`src/rtl/dram_pkg.sv`:
```
// Shared types and helpers for the dispatch RAM loader.
// Words and addresses use 0 = MSB bit numbering to match the IR board prints.
package dram_pkg;

  localparam int DRAM_SIZE  = 512;
  localparam int DRAM_WIDTH = 15;
  localparam int ADR_W      = 9;

  localparam int A_FIRST     = 0;
  localparam int A_LAST      = 2;
  localparam int B_FIRST     = 3;
  localparam int B_LAST      = 5;
  localparam int PAR         = 6;
  localparam int J1_4_FIRST  = 7;
  localparam int J1_4_LAST   = 10;
  localparam int J7_10_FIRST = 11;
  localparam int J7_10_LAST  = 14;
  localparam int PAR_BIT     = PAR;

  typedef logic [0:DRAM_WIDTH-1] dram_word_t;
  typedef logic [0:ADR_W-1]      dram_adr_t;

  typedef enum logic [2:0] {
    IDLE,
    WRITE,
    READ,
    READ_WAIT,
    FILL
  } dram_ldr_state_t;

  // 1 when the word already has odd parity
  function automatic logic dram_odd_par(input dram_word_t w);
    return ^w;
  endfunction

endpackage

```
`src/rtl/dram_loader.sv`:
```
// Port sequencer/arbiter in front of the 512x15 dispatch RAM.
// Optional parity generate/check: define DRAM_PARITY_GEN_EN.
module dram_loader
  import dram_pkg::*;
#(
  parameter dram_word_t FILL_WORD = 15'o0
) (
  input  logic       clk,
  input  logic       RESET,
  input  logic       lookup_req,
  input  dram_adr_t  lookup_adr,
  output dram_word_t lookup_data,
  output logic       lookup_valid,
  input  logic       diag_adr_ld,
  input  logic       diag_wr,
  input  logic       diag_rd,
  input  logic       diag_fill,
  input  dram_word_t diag_data,
  output dram_word_t diag_rd_data,
  output logic       diag_rd_valid,
  output logic       busy,
  output dram_adr_t  diag_adr,
  output logic       par_err,
  output dram_adr_t  ram_addr,
  output dram_word_t ram_din,
  output logic       ram_we,
  input  dram_word_t ram_dout
);

  localparam dram_adr_t ADR_LAST = dram_adr_t'(DRAM_SIZE - 1);
  localparam dram_adr_t ADR_ONE  = dram_adr_t'(1);

  dram_ldr_state_t state_q, state_d;
  dram_adr_t       adr_q, adr_d;
  dram_word_t      wdata_q, wdata_d;
  logic            lookup_valid_q, lookup_valid_d;
  logic            par_err_q, par_err_d;
  logic            par_clr;
  dram_word_t      din_raw;

`ifdef DRAM_PARITY_GEN_EN
  function automatic dram_word_t par_fix(input dram_word_t w);
    dram_word_t r;
    r = w;
    r[PAR_BIT] = 1'b0;
    r[PAR_BIT] = ~dram_odd_par(r);
    return r;
  endfunction
`endif

  // State, address, write data and status registers
  always_ff @(posedge clk) begin
    if (RESET) begin
      state_q        <= IDLE;
      adr_q          <= '0;
      wdata_q        <= '0;
      lookup_valid_q <= 1'b0;
      par_err_q      <= 1'b0;
    end else begin
      state_q        <= state_d;
      adr_q          <= adr_d;
      wdata_q        <= wdata_d;
      lookup_valid_q <= lookup_valid_d;
      par_err_q      <= par_err_d;
    end
  end

  // Next state; RAM-using states hold while a lookup owns the port
  always_comb begin
    state_d = state_q;
    adr_d   = adr_q;
    wdata_d = wdata_q;
    par_clr = 1'b0;
    unique case (state_q)
      IDLE: begin
        if (diag_fill) begin
          state_d = FILL;
          adr_d   = '0;
          par_clr = 1'b1;
        end else if (diag_wr) begin
          state_d = WRITE;
          wdata_d = diag_data;
        end else if (diag_rd) begin
          state_d = READ;
        end else if (diag_adr_ld) begin
          adr_d = diag_data[6:14];
        end
      end
      WRITE: begin
        if (!lookup_req) begin
          adr_d   = adr_q + ADR_ONE;
          state_d = IDLE;
        end
      end
      READ: begin
        if (!lookup_req) state_d = READ_WAIT;
      end
      READ_WAIT: begin
        adr_d   = adr_q + ADR_ONE;
        state_d = IDLE;
      end
      FILL: begin
        if (!lookup_req) begin
          if (adr_q == ADR_LAST) begin
            adr_d   = '0;
            state_d = IDLE;
          end else begin
            adr_d = adr_q + ADR_ONE;
          end
        end
      end
      default: state_d = IDLE;
    endcase
  end

  // Lookup result tracking and sticky parity error
  always_comb begin
    lookup_valid_d = lookup_req;
`ifdef DRAM_PARITY_GEN_EN
    if (par_clr)
      par_err_d = 1'b0;
    else if (lookup_valid_q && !dram_odd_par(ram_dout))
      par_err_d = 1'b1;
    else
      par_err_d = par_err_q;
`else
    par_err_d = 1'b0;
`endif
  end

  // Port mux and status outputs; lookup always wins the port
  always_comb begin
    busy          = (state_q != IDLE);
    diag_rd_valid = (state_q == READ_WAIT);
    diag_rd_data  = diag_rd_valid ? ram_dout : '0;
    lookup_valid  = lookup_valid_q;
    lookup_data   = lookup_valid_q ? ram_dout : '0;
    diag_adr      = adr_q;
    par_err       = par_err_q;
    ram_addr      = lookup_req ? lookup_adr : adr_q;
    ram_we        = !RESET && !lookup_req &&
                    (state_q == WRITE || state_q == FILL);
    din_raw       = (state_q == FILL) ? FILL_WORD : wdata_q;
`ifdef DRAM_PARITY_GEN_EN
    ram_din       = ram_we ? par_fix(din_raw) : '0;
`else
    ram_din       = ram_we ? din_raw : '0;
`endif
  end

endmodule

```
`config.mk`:
```
export PLATFORM = sky130hd
export DESIGN_NAME = dram_loader
export DESIGN_NICKNAME = d
export VERILOG_FILES = /design/src/rtl/dram_pkg.sv /design/src/rtl/dram_loader.sv
export SDC_FILE = /design/constraint.sdc
export NUM_CORES = 1
export LEC_CHECK = 0
export CORE_MARGIN = 2
export CORE_UTILIZATION = 37
export CTS_CLUSTER_DIAMETER = 30
export DETAILED_ROUTE_END_ITERATION = 6
export HOLD_SLACK_MARGIN = 0.02
export PLACE_DENSITY_LB_ADDON = 0.08
export SLEW_MARGIN = 0
export SYNTH_ARGS = -nofsm -noshare
export SYNTH_HDL_FRONTEND = slang
export SYNTH_SLANG_ARGS = --single-unit
```
`constraint.sdc`:
```
create_clock -name clk -period 3.4 [get_ports clk]
set_clock_uncertainty 0.15 [all_clocks]
set_input_delay 1.02 -clock clk [delete_from_list [all_inputs] [get_ports clk]]
set_output_delay 1.02 -clock clk [all_outputs]
set_load 0.05 [all_outputs]
```
==> run summary, run 1 <==
* completed — outcome
* 0 — cts hold-fix bufs
* 7.62 um^2 — mean instance size in the synthesized netlist
* 0 — antenna-violating nets left
* 321 nW/um^2 — pwr dens
* 43 — unique cell type count in the Yosys netlist
* 1170 um^2 — multi-input gate area in the final layout
* 0 — yosys warns
* 31.4% — area share of the leading cell type in the synthesized netlist
* sky130_fd_sc_hd__dfxtp_1 31%, sky130_fd_sc_hd__and2_1 11%, sky130_fd_sc_hd__nand2_1 7.8%, sky130_fd_sc_hd__and3_1 6.0%, sky130_fd_sc_hd__a21oi_1 4.5% — main area contributors after synthesis
* ram_din[7] — CP endpoint
* 0 ns — accumulated negative setup slack
* state_q[2] — Reg2Reg Launch Point
* 3.25 ns — shortest clock period the worst path allows after layout
* yes — TritonCTS clock tree
* 2044 — number of global-route vias before repair
* 2158 — total via count after detailed routing
* 3 — CTS Buf Count
* 1.05 ns — Reg2Reg Setup Slack
* 9740 um — wire length of the first global-routing pass
* 0.309 ns — worst slack on hold paths
* 5.45 — number of vias per cell
* 29.8% — share of post-route cells with drive strength above 1
* 0.808 — gpl congestion
* 73.4 um — die span in y
* 391 — net total in the final layout
* input port — Startpoint Class
* 0 — antenna cell count
* sky130_fd_sc_hd__clkbuf_8 — cell at the root of the clock tree
* 352 — fillers
* 0.308 GHz — Fmax achieved
* 98.7% — relative area change from synthesis to final layout
* 2.08 ns — CP Data Arrival Time
* 0 — Hold Fails Final Rpt
* 0 — final routed DRC violation total
* 0 — Max Slew Vio Count
* 4810 um — detailed-placement wirelength estimate
* 391 — DP Cell Count
* 38.0% — initial cell density of the core
* 0.268 mV — IR drop worst, VDD
* 2.23 ns — CP Data Required Time
* 8 — crit-path max FO
* 0 — initial antenna violation count
* 26 — maximum number of pins on one net before global-route repair
* 73.4 um — overall die width
* 56.0% — worst relative slew slack
* 1 — H-tree depth reported by CTS
* 4690 um^2 — Floorplan Core Area
* -0.105 ns — Worst Setup Slack post-DPL
* input port to primary output — Setup Crit Path Kind
* 0 — setup violators final
* 4 — length in cells of the worst reg-to-reg path
* 0 — GRT Residual Overflow
* 22.6% — overall global routing resource usage
* 6230 um — Total Routed Length
* 0.28 ns — later-pin clock latency in the skew report
* 0.659 ns — measured slew at the worst slew-check pin
* 28 — Synth Register Bits
* 25 — number of rows created at floorplan
* 15.7 um — WL per Instance
* 0.10 ns — clock edge transition at the registers on the reported setup and hold paths
* 0 — number of max-cap violations
* 1780 um^2 — cell area after synthesis
* primary output — critical path endpoint category
* 0.151 ns — Worst Slack Setup Final
* diag_adr[1] — Crit Reg-Reg Endpoint
* 396 — number of standard cells in the final layout excluding fillers
* flip-flop to flip-flop — worst min-delay path category
* 4 — Pre-antenna DRT Iters
* 114 — Top Ports
* 5390 um^2 — Total Die Area
* 31.4% — sequential cell area fraction in the yosys report
* 234 — number of instances in the synthesized netlist
* false — setup repair after global routing missed its margin
* 121 — count of routing violations after the opening detailed-route iteration
* 561 um^2 — area occupied by registers
* 112 — number of buffer cells added on primary ports
* 1.43 nW — leakage power
* 28 — number of clock sinks seen by CTS
* 0.00114 W — overall power after layout
* 2 — clk buf depth
* RESET — first element of the critical path
* 95.6% — fraction of the cycle the final worst path needs
* sky130_fd_sc_hd__dfxtp_1 — largest area contributor in the synthesized netlist
* 282 — Synthesized Nets
-- per-stage QoR --
stage | cell area [um^2] | utilization (%)
2_1_floorplan | 1800 | -
3_3_place_gp | 3450 | 73.5
3_5_place_dp | 3450 | 73.5
4_1_cts | 3540 | 75.4
5_1_grt | 3540 | 75.5
6_report | 3540 | 75.5
-- repair_timing --
action | 4_1_cts | 5_1_grt
gates cloned | 1 | 0
buffers inserted | 0 | 0
endpoints found under the setup margin | 22 | 15
gates resized for setup | 9 | 7
pin swaps | 1 | 2
-- how the worst min path moves through the flow --
stage / from / to / cells after the start
2_1_floorplan: wdata_q[10] / wdata_q[10] / 2
3_3_place_gp: wdata_q[11] / wdata_q[11] / 2
3_5_place_dp: wdata_q[12] / wdata_q[12] / 2
4_1_cts: wdata_q[12] / wdata_q[12] / 2
5_1_grt: wdata_q[12] / wdata_q[12] / 2
6_report: wdata_q[12] / wdata_q[12] / 2
-- logic make-up after synthesis --
group	count (synthesis)	synth area share [%]
other	1	0.210
DFF	28	31.4
buffers and inverters	22	5.33
adders and majority gates	2	1.40
and+or+nand+nor	127	38.0
muxes	8	4.98
xor gates and xnor gates	3	1.47
AOI/OAI and AO/OA	43	17.2
-- worst max-delay path: stages --
cell and delay (ns):
sky130_fd_sc_hd__dlygate4sd2_1 0.30, sky130_fd_sc_hd__nor3_2 0.25, sky130_fd_sc_hd__buf_4 0.21, sky130_fd_sc_hd__and2_4 0.16
sky130_fd_sc_hd__buf_12 0.13
-- synth_stat cells --
| master | instances |
|---|---|
| sky130_fd_sc_hd__a211oi_1 | 1 |
| sky130_fd_sc_hd__a21oi_1 | 16 |
| sky130_fd_sc_hd__a221o_1 | 1 |
| sky130_fd_sc_hd__a221oi_4 | 1 |
| sky130_fd_sc_hd__a222oi_1 | 4 |
| sky130_fd_sc_hd__a22oi_1 | 2 |
| sky130_fd_sc_hd__a311oi_1 | 3 |
| sky130_fd_sc_hd__a31o_2 | 1 |
| sky130_fd_sc_hd__a32oi_1 | 2 |
| sky130_fd_sc_hd__and2_1 | 31 |
| sky130_fd_sc_hd__and2b_1 | 1 |
| sky130_fd_sc_hd__and3_1 | 17 |
| sky130_fd_sc_hd__buf_1 | 2 |
| sky130_fd_sc_hd__buf_2 | 4 |
| sky130_fd_sc_hd__buf_4 | 2 |
| sky130_fd_sc_hd__clkbuf_1 | 9 |
| sky130_fd_sc_hd__conb_1 | 1 |
| sky130_fd_sc_hd__dfxtp_1 | 28 |
| sky130_fd_sc_hd__ha_1 | 2 |
| sky130_fd_sc_hd__inv_1 | 5 |
| sky130_fd_sc_hd__mux2_2 | 7 |
| sky130_fd_sc_hd__mux2i_1 | 1 |
| sky130_fd_sc_hd__nand2_1 | 37 |
| sky130_fd_sc_hd__nand2b_1 | 2 |
| sky130_fd_sc_hd__nand3_1 | 6 |
| sky130_fd_sc_hd__nand4_1 | 1 |
| sky130_fd_sc_hd__nor2_1 | 7 |
| sky130_fd_sc_hd__nor2_2 | 1 |
| sky130_fd_sc_hd__nor2b_1 | 1 |
| sky130_fd_sc_hd__nor2b_2 | 1 |
| sky130_fd_sc_hd__nor3_1 | 13 |
| sky130_fd_sc_hd__nor3_2 | 1 |
| sky130_fd_sc_hd__nor3b_1 | 1 |
| sky130_fd_sc_hd__nor4_1 | 3 |
| sky130_fd_sc_hd__o21a_1 | 3 |
| sky130_fd_sc_hd__o21ai_0 | 6 |
| sky130_fd_sc_hd__o21ai_1 | 1 |
| sky130_fd_sc_hd__o32ai_1 | 2 |
| sky130_fd_sc_hd__or2_2 | 1 |
| sky130_fd_sc_hd__or3_1 | 1 |
| sky130_fd_sc_hd__or3b_4 | 1 |
| sky130_fd_sc_hd__or4b_1 | 1 |
| sky130_fd_sc_hd__xnor2_1 | 3 |
-- state kept, by name, summed over array words and instances, names as in the netlist --
register,count
wdata_q,15
diag_adr,9
state_q,3
lookup_valid,1
-- cell usage in the layout (no fill, tap or decap), types with 3 or more instances in the layout --
cell,synthesis,routed
sky130_fd_sc_hd__nand2_1,37,37
sky130_fd_sc_hd__nand3_1,6,6
sky130_fd_sc_hd__clkbuf_8,0,3
sky130_fd_sc_hd__and2_2,0,7
sky130_fd_sc_hd__nor3_1,13,12
sky130_fd_sc_hd__mux2_2,7,7
sky130_fd_sc_hd__dfxtp_1,28,28
sky130_fd_sc_hd__and2_4,0,8
sky130_fd_sc_hd__a222oi_1,4,4
sky130_fd_sc_hd__a21oi_1,16,16
sky130_fd_sc_hd__and3_1,17,17
sky130_fd_sc_hd__o21ai_0,6,6
sky130_fd_sc_hd__and2_1,31,16
sky130_fd_sc_hd__buf_4,2,16
sky130_fd_sc_hd__buf_12,0,49
sky130_fd_sc_hd__nor2_1,7,6
sky130_fd_sc_hd__inv_1,5,5
sky130_fd_sc_hd__o21a_1,3,3
sky130_fd_sc_hd__xnor2_1,3,3
sky130_fd_sc_hd__clkdlybuf4s50_1,0,54
sky130_fd_sc_hd__a311oi_1,3,3
-- per-layer routing --
layer / track usage, % / wire length (um)
met1: 29.2 / 2580
met2: 40.5 / 3330
met3: 3.16 / 293
met4: 3.64 / 27
met5: 0 / 0
-- final cells by class --
class,instances,share of cell area [%]
clock buffer,3,1.16
clock inverter,1,0.847
inverter,5,0.529
multi-input combinational,184,33.0
sequential,28,15.8
tap,54,1.91
timing repair buffer,121,46.7
-- power breakdown --
group	leakage (nW)	switching [W]	internal [W]
clock network	0.0357	0.000113	0.000158
logic	1.16	0.000273	0.000201
registers	0.229	0.0000374	0.000355
total	1.43	0.000423	0.000714
Power figures use the tool's default switching activity.
==> inputs of run 2 (changes only) <==
--- a/config.mk
+++ b/config.mk
@@ -9,7 +9,7 @@
 export CORE_UTILIZATION = 37
 export CTS_CLUSTER_DIAMETER = 30
 export DETAILED_ROUTE_END_ITERATION = 6
-export HOLD_SLACK_MARGIN = 0.02
+export HOLD_SLACK_MARGIN = 0.12
 export PLACE_DENSITY_LB_ADDON = 0.08
 export SLEW_MARGIN = 0
 export SYNTH_ARGS = -nofsm -noshare
==> results of run 2 <==
No change in the layout: final DEF, timing and power equal those of run 1.
